$ cat src/rtl/spi_reg_pkg.sv
// Shared definitions for the SPI register-access controller.
//   WORD_W       : SPI word width
//   STATUS_MAGIC : upper byte of the status word returned outside read bursts
//   CMD_WR_BIT   : command-word bit selecting write (1) or read (0)
//   state_t      : controller FSM states
package spi_reg_pkg;
    localparam int         WORD_W       = 16;
    localparam logic [7:0] STATUS_MAGIC = 8'hA5;
    localparam int         CMD_WR_BIT   = 15;

    typedef enum logic [1:0] {IDLE, CMD, DATA} state_t;

    // Word shown to the master while it clocks in a command or write data.
    function automatic logic [WORD_W-1:0] status_word(input logic e);
        return {STATUS_MAGIC, 7'b0, e};
    endfunction
endpackage

$ cat src/rtl/spi_reg_ctrl_if.sv
// Word-level link between spi_slave and the register controller.
//   spi_done : spi_slave word-complete level
//   spi_dout : word received by spi_slave, valid while spi_done=1
//   spi_din  : word spi_slave loads for its next transmit
// master modport = spi_slave side, slave modport = register controller side.
interface spi_reg_ctrl_if;
    import spi_reg_pkg::*;

    logic              spi_done;
    logic [WORD_W-1:0] spi_dout;
    logic [WORD_W-1:0] spi_din;

    modport master (output spi_done, output spi_dout, input spi_din);
    modport slave  (input spi_done, input spi_dout, output spi_din);
endinterface

$ cat src/rtl/spi_reg_bank.sv
// Control register array plus control/status read mux.
//   clk, rst : clock, async active-low reset
//   we/waddr/wdata : control-register write port (waddr < NCTRL when we=1)
//   raddr/rdata    : combinational read, ctrl below NCTRL, status above
//   status         : live status inputs
//   ctrl           : control register contents
module spi_reg_bank
    import spi_reg_pkg::*;
#(
    parameter int                NCTRL    = 4,
    parameter int                NSTAT    = 4,
    parameter int                ADDR_W   = 3,
    parameter logic [WORD_W-1:0] CTRL_RST = 16'h0000
) (
    input  logic                         clk,
    input  logic                         rst,
    input  logic                         we,
    input  logic [ADDR_W-1:0]            waddr,
    input  logic [WORD_W-1:0]            wdata,
    input  logic [ADDR_W-1:0]            raddr,
    input  logic [NSTAT-1:0][WORD_W-1:0] status,
    output logic [NCTRL-1:0][WORD_W-1:0] ctrl,
    output logic [WORD_W-1:0]            rdata
);
    always_ff @(posedge clk or negedge rst) begin
        if (!rst) begin
            for (int i = 0; i < NCTRL; i++) ctrl[i] <= CTRL_RST;
        end else begin
            for (int i = 0; i < NCTRL; i++)
                if (we && int'(waddr) == i) ctrl[i] <= wdata;
        end
    end

    always_comb begin
        rdata = '0;
        for (int i = 0; i < NCTRL; i++)
            if (int'(raddr) == i) rdata = ctrl[i];
        for (int j = 0; j < NSTAT; j++)
            if (int'(raddr) == NCTRL + j) rdata = status[j];
    end
endmodule

$ cat src/rtl/spi_reg_ctrl.sv
// SPI register-access controller. Decodes a command word followed by a burst
// of data words within one chip-select frame; writes control registers or
// returns control/status registers through spi_din.
//   clk, rst  : clock (shared with spi_slave), async active-low reset
//   ss        : raw active-low chip select (synchronized here)
//   spi       : spi_slave word link (done/dout in, din out)
//   status_in : flattened status registers, reg k at [16k+15:16k]
//   ctrl_q    : flattened control registers, same packing
//   wr_stb    : one-cycle pulse per accepted control write, wr_addr its address
//   err       : sticky error (write to a status address), cleared by next command
// NCTRL + NSTAT must equal 2**ADDR_W.
module spi_reg_ctrl
    import spi_reg_pkg::*;
#(
    parameter int                NCTRL    = 4,
    parameter int                NSTAT    = 4,
    parameter int                ADDR_W   = 3,
    parameter logic [WORD_W-1:0] CTRL_RST = 16'h0000
) (
    input  logic                      clk,
    input  logic                      rst,
    input  logic                      ss,
    spi_reg_ctrl_if.slave             spi,
    input  logic [WORD_W*NSTAT-1:0]   status_in,
    output logic [WORD_W*NCTRL-1:0]   ctrl_q,
    output logic                      wr_stb,
    output logic [ADDR_W-1:0]         wr_addr,
    output logic                      err
);
    logic              ss_meta, ss_sync, done_d;
    state_t            state, state_n;
    logic              rw_q, rw_n;
    logic [ADDR_W-1:0] addr_q, addr_n, wr_addr_n;
    logic [WORD_W-1:0] din_q, din_n, rdata;
    logic              wr_stb_n, err_n, err_set, err_clr, word_ev, we;

    assign word_ev     = spi.spi_done & ~done_d;
    assign spi.spi_din = din_q;

    always_ff @(posedge clk or negedge rst) begin
        if (!rst) begin
            ss_meta <= 1'b1;
            ss_sync <= 1'b1;
            done_d  <= 1'b0;
            state   <= IDLE;
            rw_q    <= 1'b0;
            addr_q  <= '0;
            din_q   <= status_word(1'b0);
            wr_stb  <= 1'b0;
            wr_addr <= '0;
            err     <= 1'b0;
        end else begin
            ss_meta <= ss;
            ss_sync <= ss_meta;
            done_d  <= spi.spi_done;
            state   <= state_n;
            rw_q    <= rw_n;
            addr_q  <= addr_n;
            din_q   <= din_n;
            wr_stb  <= wr_stb_n;
            wr_addr <= wr_addr_n;
            err     <= err_n;
        end
    end

    always_comb begin
        state_n   = state;
        rw_n      = rw_q;
        addr_n    = addr_q;
        wr_stb_n  = 1'b0;
        wr_addr_n = wr_addr;
        we        = 1'b0;
        err_set   = 1'b0;
        err_clr   = 1'b0;
        din_n     = din_q;

        // Deselect wins over any word event in the same cycle.
        if (ss_sync) begin
            state_n = IDLE;
            addr_n  = '0;
        end else begin
            unique case (state)
                IDLE: state_n = CMD;
                CMD: if (word_ev) begin
                    rw_n    = spi.spi_dout[CMD_WR_BIT];
                    addr_n  = spi.spi_dout[ADDR_W-1:0];
                    err_clr = 1'b1;
                    state_n = DATA;
                end
                DATA: if (word_ev) begin
                    if (rw_q) begin
                        if (int'(addr_q) < NCTRL) begin
                            we        = 1'b1;
                            wr_stb_n  = 1'b1;
                            wr_addr_n = addr_q;
                        end else begin
                            err_set = 1'b1;
                        end
                    end
                    addr_n = addr_q + 1'b1;
                end
                default: state_n = IDLE;
            endcase
        end

        err_n = err_set | (err & ~err_clr);

        // Read bursts load the word at the post-event address so it is ready
        // one clk after each event; everything else shows the status word.
        if (state_n == DATA && !rw_n) begin
            if (word_ev) din_n = rdata;
        end else begin
            din_n = status_word(err_n);
        end
    end

    spi_reg_bank #(
        .NCTRL(NCTRL), .NSTAT(NSTAT), .ADDR_W(ADDR_W), .CTRL_RST(CTRL_RST)
    ) u_bank (
        .clk    (clk),
        .rst    (rst),
        .we     (we),
        .waddr  (addr_q),
        .wdata  (spi.spi_dout),
        .raddr  (addr_n),
        .status (status_in),
        .ctrl   (ctrl_q),
        .rdata  (rdata)
    );
endmodule

$ cat src/flat_wrapper.sv
// flat-port wrapper written by rule: the top's interface ports become plain ports
module spi_reg_ctrl_flat import spi_reg_pkg::*;
#(
    parameter int                NCTRL    = 4,
    parameter int                NSTAT    = 4,
    parameter int                ADDR_W   = 3,
    parameter logic [WORD_W-1:0] CTRL_RST = 16'h0000
)
  (clk, rst, ss, status_in, ctrl_q, wr_stb, wr_addr, err, spi_spi_done, spi_spi_dout, spi_spi_din);
  spi_reg_ctrl_if spi_i ();
  input  logic clk;
  input  logic rst;
  input  logic ss;
  input  logic [WORD_W*NSTAT-1:0] status_in;
  output logic [WORD_W*NCTRL-1:0] ctrl_q;
  output logic wr_stb;
  output logic [ADDR_W-1:0] wr_addr;
  output logic err;
  input wire logic [$bits(spi_i.spi_done)-1:0] spi_spi_done;
  input wire logic [$bits(spi_i.spi_dout)-1:0] spi_spi_dout;
  output wire logic [$bits(spi_i.spi_din)-1:0] spi_spi_din;
  assign spi_i.spi_done = spi_spi_done;
  assign spi_i.spi_dout = spi_spi_dout;
  assign spi_spi_din = spi_i.spi_din;
  spi_reg_ctrl #(.NCTRL(NCTRL), .NSTAT(NSTAT), .ADDR_W(ADDR_W), .CTRL_RST(CTRL_RST)) u_core (.clk(clk), .rst(rst), .ss(ss), .spi(spi_i), .status_in(status_in), .ctrl_q(ctrl_q), .wr_stb(wr_stb), .wr_addr(wr_addr), .err(err));
endmodule
$ cat config.mk
export PLATFORM = sky130hd
export DESIGN_NAME = spi_reg_ctrl_flat
export DESIGN_NICKNAME = d
export VERILOG_FILES = /design/src/rtl/spi_reg_pkg.sv /design/src/rtl/spi_reg_ctrl_if.sv /design/src/rtl/spi_reg_bank.sv /design/src/rtl/spi_reg_ctrl.sv /design/src/flat_wrapper.sv
export SDC_FILE = /design/constraint.sdc
export NUM_CORES = 1
export LEC_CHECK = 0
export ABC_AREA = 1
export BUFFER_PORTS_ARGS = -buffer_cell sky130_fd_sc_hd__buf_2
export CAP_MARGIN = 20
export CORE_MARGIN = 10
export CORE_UTILIZATION = 32
export DETAILED_ROUTE_END_ITERATION = 8
export MAX_ROUTING_LAYER = met4
export SYNTH_ARGS = -nofsm -noshare
export SYNTH_HDL_FRONTEND = slang
export SYNTH_SLANG_ARGS = --single-unit
$ cat constraint.sdc
create_clock -name clk -period 2.8 [get_ports clk]
set_clock_uncertainty 0.05 [all_clocks]
set_input_delay 0 -clock clk [delete_from_list [all_inputs] [get_ports clk]]
set_output_delay 0 -clock clk [all_outputs]
set_load 0.005 [all_outputs]
---- Word level (Yosys, flattened, before mapping) ----
Index checks and enable logic that the tools add are counted.
storage, ports and cells
  bits in registers ....................... 94
  input bits .............................. 84
  output and inout port bits .............. 85
  word-level logic and storage cells ...... 79
cells by class
  $add $sub $neg .......................... 1
  order comparisons ....................... 1
  equality and inequality tests ........... 14
  mux-type cells .......................... 33
  bitwise operators ....................... 6
  reduce and logical (&&, ||, !) cells .... 10
operator list
  kind                                                   number
  2-to-1 mux 16 bit                                      10
  == test 3 bit, second input constant                   6
  2-to-1 mux 1 bit                                       16
  == test 3 x 2 -> 1 bit, second input constant          3
  2-to-1 mux 3 bit                                       3
  zero test 3 bit                                        2
  one-hot mux 2 bit (3 select lines)                     1
  one-hot mux 3 bit (2 select lines)                     1
  logical AND 1 bit                                      5
  AND reduction 5 bit                                    1
  == test 2 bit, second input constant                   2
  2-to-1 mux 2 bit                                       2
  adder 3 x 1 -> 3 bit, second input constant            1
  == test 3 x 1 -> 1 bit, second input constant          1
  less-than comparator 3 bit, second input constant      1
  inverter 1 bit                                         3
  bitwise AND 1 bit                                      2
  == test 2 x 1 -> 1 bit, second input constant          1
  zero test 2 bit                                        1
  inequality test 2 x 1 -> 1 bit, second input constant  1
  zero test 1 bit                                        1
  OR 1 bit                                               1

---- Depth between registers and ports, before layout ----
  depth after elaboration ................. 16
  gate-level depth with buffers ........... 17
  gate-level depth less buffers ........... 15

---- Cells and area by module ----
Synthesis repeated with hierarchy kept, for this count alone.
unflattened totals
  cells, all modules ...................... 634
  area total of the unflattened synthesis .. 4977.3 um^2
by module, submodules not included
  module        times used  cells an instance  area an instance (um^2)  sequential area each (um^2)
  spi_reg_bank  1           454                3490.8                   1601.5
  spi_reg_ctrl  1           180                1486.4                   758.2

---- Worst setup path before layout ----
OpenSTA, ideal clock, no wires.
  path type ............................... flip-flop to flip-flop
  from .................................... register u_core.state[0]
  to ...................................... register u_core.din_q[12], in the netlist u_core.spi.spi_din[12]
  setup time .............................. 0.116 ns
  data arrival time ....................... 1.985 ns
  required time ........................... 2.634 ns
  path slack .............................. 0.648 ns
  cell stages (with the launch flop) ...... 18
  buffers on the path ..................... 2
  clock period less this slack ............ 2.152 ns
  cell sequence ........................... dfrtp_1 -> inv_1 -> ha_1 -> nand3_2 -> inv_2 -> nand2_1 -> nand2_4 -> nand2_4 -> buf_6 -> nand2_2 -> nor2_2 -> buf_4 -> nand2_1 -> nand3_1 -> nor2_1 -> nand4_1 -> nand2_1 -> nand2_1
between the ends
  longest elaborated chain between the ends .. 14
  elaborated cells on any way between the ends .. 32
  classes of those cells .................. eq/ne: 11; mux: 17; reduce/logical: 4
ends and longest elaborated chain
  element                                                  RTL line             source
  start, declared                                          spi_reg_ctrl.sv:31   state_t state, state_n;
  start signal, assigned                                   spi_reg_ctrl.sv:56   state <= state_n;
  == test 2 bit or == test 2 x 1 -> 1 bit (tied branches)  spi_reg_ctrl.sv:82   unique case (state)
  one-hot mux 3 bit (2 select lines)                       spi_reg_ctrl.sv:82
  2-to-1 mux 3 bit                                         spi_reg_ctrl.sv:78   if (ss_sync) begin
  zero test 3 bit                                          spi_reg_bank.sv:37   if (int'(raddr) == i) rdata = ctrl[i];
  2-to-1 mux 16 bit (4 in a row)                           spi_reg_bank.sv:37
  2-to-1 mux 16 bit (4 in a row)                           spi_reg_bank.sv:39   if (int'(raddr) == NCTRL + j) rdata = status[j];
  2-to-1 mux 16 bit                                        spi_reg_ctrl.sv:111  if (word_ev) din_n = rdata;
  2-to-1 mux 16 bit                                        spi_reg_ctrl.sv:110  if (state_n == DATA && !rw_n) begin
  end signal, assigned                                     spi_reg_ctrl.sv:48   din_q <= status_word(1'b0);
  end signal, assigned                                     spi_reg_ctrl.sv:59   din_q <= din_n;
  end, declared                                            spi_reg_ctrl.sv:34   logic [WORD_W-1:0] din_q, din_n, rdata;
Several ways; a longest one is shown, not always the timed one. The select of a mux whose other input is x is not followed.
A chain may end at the register's enable or synchronous reset.

---- Worst setup path after layout ----
  from .................................... register u_core.state[1]
  to ...................................... register u_core.din_q[13], in the netlist u_core.spi.spi_din[13]
between the ends
  longest elaborated chain between the ends .. 14
  elaborated cells on any way between the ends .. 32
  classes of those cells .................. eq/ne: 11; mux: 17; reduce/logical: 4
ends and longest elaborated chain
  element                                                  RTL line             source
  == test 2 bit or == test 2 x 1 -> 1 bit (tied branches)  spi_reg_ctrl.sv:82
  one-hot mux 3 bit (2 select lines) *                     spi_reg_ctrl.sv:82
  2-to-1 mux 3 bit *                                       spi_reg_ctrl.sv:78
  named net u_core.addr_n[0]                               spi_reg_ctrl.sv:33   logic [ADDR_W-1:0] addr_q, addr_n, wr_addr_n;
  zero test 3 bit                                          spi_reg_bank.sv:37
  2-to-1 mux 16 bit (4 in a row)                           spi_reg_bank.sv:37
  2-to-1 mux 16 bit (3 in a row)                           spi_reg_bank.sv:39
  2-to-1 mux 16 bit *                                      spi_reg_bank.sv:39
  2-to-1 mux 16 bit *                                      spi_reg_ctrl.sv:111
  2-to-1 mux 16 bit *                                      spi_reg_ctrl.sv:110
Mark *: on every way through the listed nets, which the timed path passes. The rest lies on a longest branch. The select of a mux whose other input is x is not followed.

==> summary.md <==
| Metric | Value |
|---|---|
| Wire length of the first global-routing pass | 28880 um |
| Endpoint of the most critical register-to-register path | u_core.spi.spi_din[13] |
| Filler Cell Count | 1413 |
| Deepest clock path buffer count | 2 |
| Clock edge transition at the registers on the reported setup and hold paths | ~0.07 ns |
| Critical-path cell list | inv_1 > ha_1 > nand3_2 > inv_2 > nand2_1 > a21oi_2 > nand3_2 > nor2_1 > nor2_1 > nand4_1 > nor2_1 > nor2_1 |
| Final RePlAce weighted congestion | between 0.9 and 1 |
| Final-report hold violation count | 0 |
| Global route overflow | 0 |
| Reported leakage power | 3.645 nW |
| Period Utilization, post-route | 93.40% |
| Total wire length after detailed routing | approximately 19000 um |
| H-tree Lvls | 3 |
| Number of nets in the finished design | about 950 |
| Final HPWL DP | between 10000 and 15000 um |
| Buffers added on ports | approximately 170 |
| Area delta synth->final | 46.43% |
| Cell type with the highest occurrence count on the critical path | sky130_fd_sc_hd__nor2_1 |
| Largest net degree at the start of global routing | 65 |
| Post-synthesis cell type count | 29 |
| Core area | 14640 um2 |
| Worst slew margin | roughly 43% |
| Reg2reg path depth | 12 |
| Initial standard-cell utilization of the core | between 30% and 40% |
| CTS sink count | 94 |
| Vias per cell | just under 5 |
| Buf/Inv on CP | 2 |
| Antenna violations before repair | 1 |
| Aggregate negative setup slack | 0 ns |
| Clock root buffer | sky130_fd_sc_hd__clkbuf_16 |
| Required time reported for the critical path endpoint | around 3.0 ns |
| Reg-to-reg slack, setup | ~0.18 ns |
| Gate count after technology mapping | ~610 |
| Peak supply drop | between 0.2 and 0.3 mV |
| Outcome | complete, no violations |
| Remaining antenna violation count | 0 |
| Synthesis Warnings | 0 |
| Synth Register Bits | 94 |
| Source of the critical timing path | u_core.state[1] |
| Slew of the pin with the lowest slew margin | ~0.85 ns |
| CTS tree | done |
| Overall power after layout | 3.375 mW |
| Primary FF master, synth | sky130_fd_sc_hd__dfrtp_1 |
| Area used by multi-input combinational logic | 2062 um2 |
| Post-CTS setup buffer count | 0 |
| Power density normalized to cell area | 480.0 nW/um2 |
| Die H | around 140 um |
| Critical path's top delay family | simple AND/OR/NAND/NOR gates |
| DRT iter0 DRCs | roughly 400 |
| Crit path max-delay cell type | sky130_fd_sc_hd__nand3_2 |
| Netlist Area Pre-Place | 4802 um2 |
| RSZ-0062 raised after global routing | no |
| Crit path capture type | flop |
| Average footprint of a synthesized cell | around 7.8 um2 |
| Largest stage delay on the critical path | between 0.4 and 0.5 ns |
| Critical setup path kind | flop to flop |
| Post-Synthesis Net Count | 705 |
| EDFF count, synth | 0 |
| Post-DR wirelength/cell | between 15 and 20 um |
| FP Rows | between 40 and 50 |
| Vias in the first global route | between 5000 and 6000 |
| Worst Hold Class | input port to async pin |
| Die ar. | roughly 20000 um2 |
| Largest area contributor in the netlist | sky130_fd_sc_hd__dfrtp_1 |
| Total via count in the routed design | 5044 |
| Number of remaining DRC errors | 0 |
| Footprint of the flip-flops and latches | about 2400 um2 |
| Maximum clock rate | around 380 MHz |
| Pins Over Slew Limit | 0 |
| Cts bufs inserted | 9 |
| Seq/Total Area, Yosys | 49.14% |
| Overall global routing resource usage | about a fifth |
| Final critical-path required period | 2.615 ns |
| Async set-or-reset flop fraction in the synthesized netlist | 100.0% |
| Skew-Pair Late Insertion Delay | approximately 0.35 ns |
| Horizontal extent of the die | 142.5 um |
| Share of layout cells above drive strength 1 | between 20% and 30% |
| # IOs | between 150 and 200 |
| Crit path DAT | between 2 and 3 ns |
| Launch instance of the worst register-to-register path | u_core.state[1] |
| Highest net fanout along the worst path | 16 |
| Portion of synthesized cell area occupied by the leading cell type | a little under half |
| Top post-synthesis cells by area | sky130_fd_sc_hd__dfrtp_1, sky130_fd_sc_hd__nand2_1, sky130_fd_sc_hd__o21ai_0 |
| Setup-failing EPs final | 0 |
| DR pass1 iterations | 7 |
| CP Launch Type | flop |
| Count of maximum capacitance violations | 0 |
kinds of logic after synthesis:
kind of cell / Yosys count / share of synthesized area [%]
fa+ha+maj: 9 / 2.345
flops: 94 / 49.14
compound gates: 99 / 10.58
simple gates: 318 / 29.91
buf+inv: 92 / 8.025
final cells by class:
cell class | instances | share of cell area (%)
flip-flops and latches | 94 | 33.56
multi-input cells | 426 | 29.32
repair buffers | 265 | 25.48
clock buffers | 11 | 3.452
inverters | 63 | 3.363
well taps | 184 | 3.274
clock inverters | 5 | 1.512
diodes | 1 | 0.03559
routing by layer:
metal	track usage [%]	wire, um
met4	6.623	414
met2	28.15	8360
met5	-	0
met1	24.79	8537
met3	3.004	1210
synthesized netlist by cell type (6+ instances only):
master	n
sky130_fd_sc_hd__inv_1	58
sky130_fd_sc_hd__a21oi_1	16
sky130_fd_sc_hd__dfrtp_1	88
sky130_fd_sc_hd__nand4_1	28
sky130_fd_sc_hd__nor2_1	53
sky130_fd_sc_hd__o21ai_1	25
sky130_fd_sc_hd__nand3_1	42
sky130_fd_sc_hd__clkbuf_1	12
sky130_fd_sc_hd__nand2_1	176
sky130_fd_sc_hd__dfstp_2	6
sky130_fd_sc_hd__buf_2	11
sky130_fd_sc_hd__o21ai_0	54
sky130_fd_sc_hd__ha_1	9
cell usage in the layout, fill, tap and decap left out, types with 2 or more instances in the layout:
| master | Yosys | routed |
|---|---|---|
| sky130_fd_sc_hd__dlygate4sd3_1 | 0 | 83 |
| sky130_fd_sc_hd__dfstp_2 | 6 | 6 |
| sky130_fd_sc_hd__nand3_2 | 4 | 4 |
| sky130_fd_sc_hd__ha_1 | 9 | 9 |
| sky130_fd_sc_hd__nand2_2 | 3 | 3 |
| sky130_fd_sc_hd__dfrtp_1 | 88 | 88 |
| sky130_fd_sc_hd__nor2_4 | 1 | 2 |
| sky130_fd_sc_hd__nand4_1 | 28 | 28 |
| sky130_fd_sc_hd__o21ai_1 | 25 | 25 |
| sky130_fd_sc_hd__nand2_1 | 176 | 176 |
| sky130_fd_sc_hd__bufinv_16 | 0 | 3 |
| sky130_fd_sc_hd__buf_4 | 5 | 14 |
| sky130_fd_sc_hd__o21ai_0 | 54 | 54 |
| sky130_fd_sc_hd__inv_1 | 58 | 58 |
| sky130_fd_sc_hd__inv_2 | 5 | 5 |
| sky130_fd_sc_hd__nor2_1 | 53 | 53 |
| sky130_fd_sc_hd__nand3_1 | 42 | 42 |
| sky130_fd_sc_hd__nor3_4 | 2 | 2 |
| sky130_fd_sc_hd__nand2_4 | 3 | 3 |
| sky130_fd_sc_hd__nor2_2 | 3 | 2 |
| sky130_fd_sc_hd__a21oi_1 | 16 | 16 |
| sky130_fd_sc_hd__clkbuf_16 | 0 | 9 |
| sky130_fd_sc_hd__buf_2 | 11 | 167 |
what timing repair did:
action	CTS	global route
setup endpoints to repair	0	12
gates resized for setup	0	1
endpoints found under the hold margin	144	0
hold buffers	83	0
where the power goes:
group	internal [mW]	switching [mW]	leakage, nW
clock network	0.900	0.542	0.166
registers	1.42	0.0515	1.27
logic	0.225	0.240	2.21
registers in the layout (all words and copies together), names as in the netlist:
name	flops
u_core.u_bank.ctrl	64
u_core.spi.spi_din	16
u_core.addr_q	3
u_core.wr_addr	3
u_core.state	2
u_core.done_d	1
u_core.err	1
u_core.rw_q	1
u_core.ss_meta	1
u_core.ss_sync	1
u_core.wr_stb	1
worst max path at each step:
stage / endpoint / slack (ns) / cells past startpoint
global placement: u_core.spi.spi_din[14] / 0.15 / 16
detailed placement: u_core.spi.spi_din[14] / 0.11 / 16
CTS: u_core.spi.spi_din[14] / 0.08 / 16
floorplan: u_core.spi.spi_din[12] / 0.65 / 17
finish: u_core.spi.spi_din[13] / 0.18 / 12
global route: u_core.spi.spi_din[11] / 0.005 / 16
per-stage QoR:
| step | instance area (um2) | setup WS (ns) | cells | hold WS (ns) | utilization, % |
|---|---|---|---|---|---|
| after floorplan | 4802 | 0.6482 | 612 | -0.3456 | - |
| after global placement | 5844 | 0.1479 | 949 | 0.05747 | 39.91 |
| after detailed placement | 5844 | 0.1088 | 949 | 0.05772 | 39.91 |
| after CTS | 7024 | 0.07556 | 1048 | 0.2307 | 47.97 |
| after global routing | 7032 | 0.004976 | 1049 | 0.2693 | 48.02 |
| final | 7032 | 0.1849 | 1049 | 0.2503 | 48.02 |
Power figures use the tool's default switching activity.
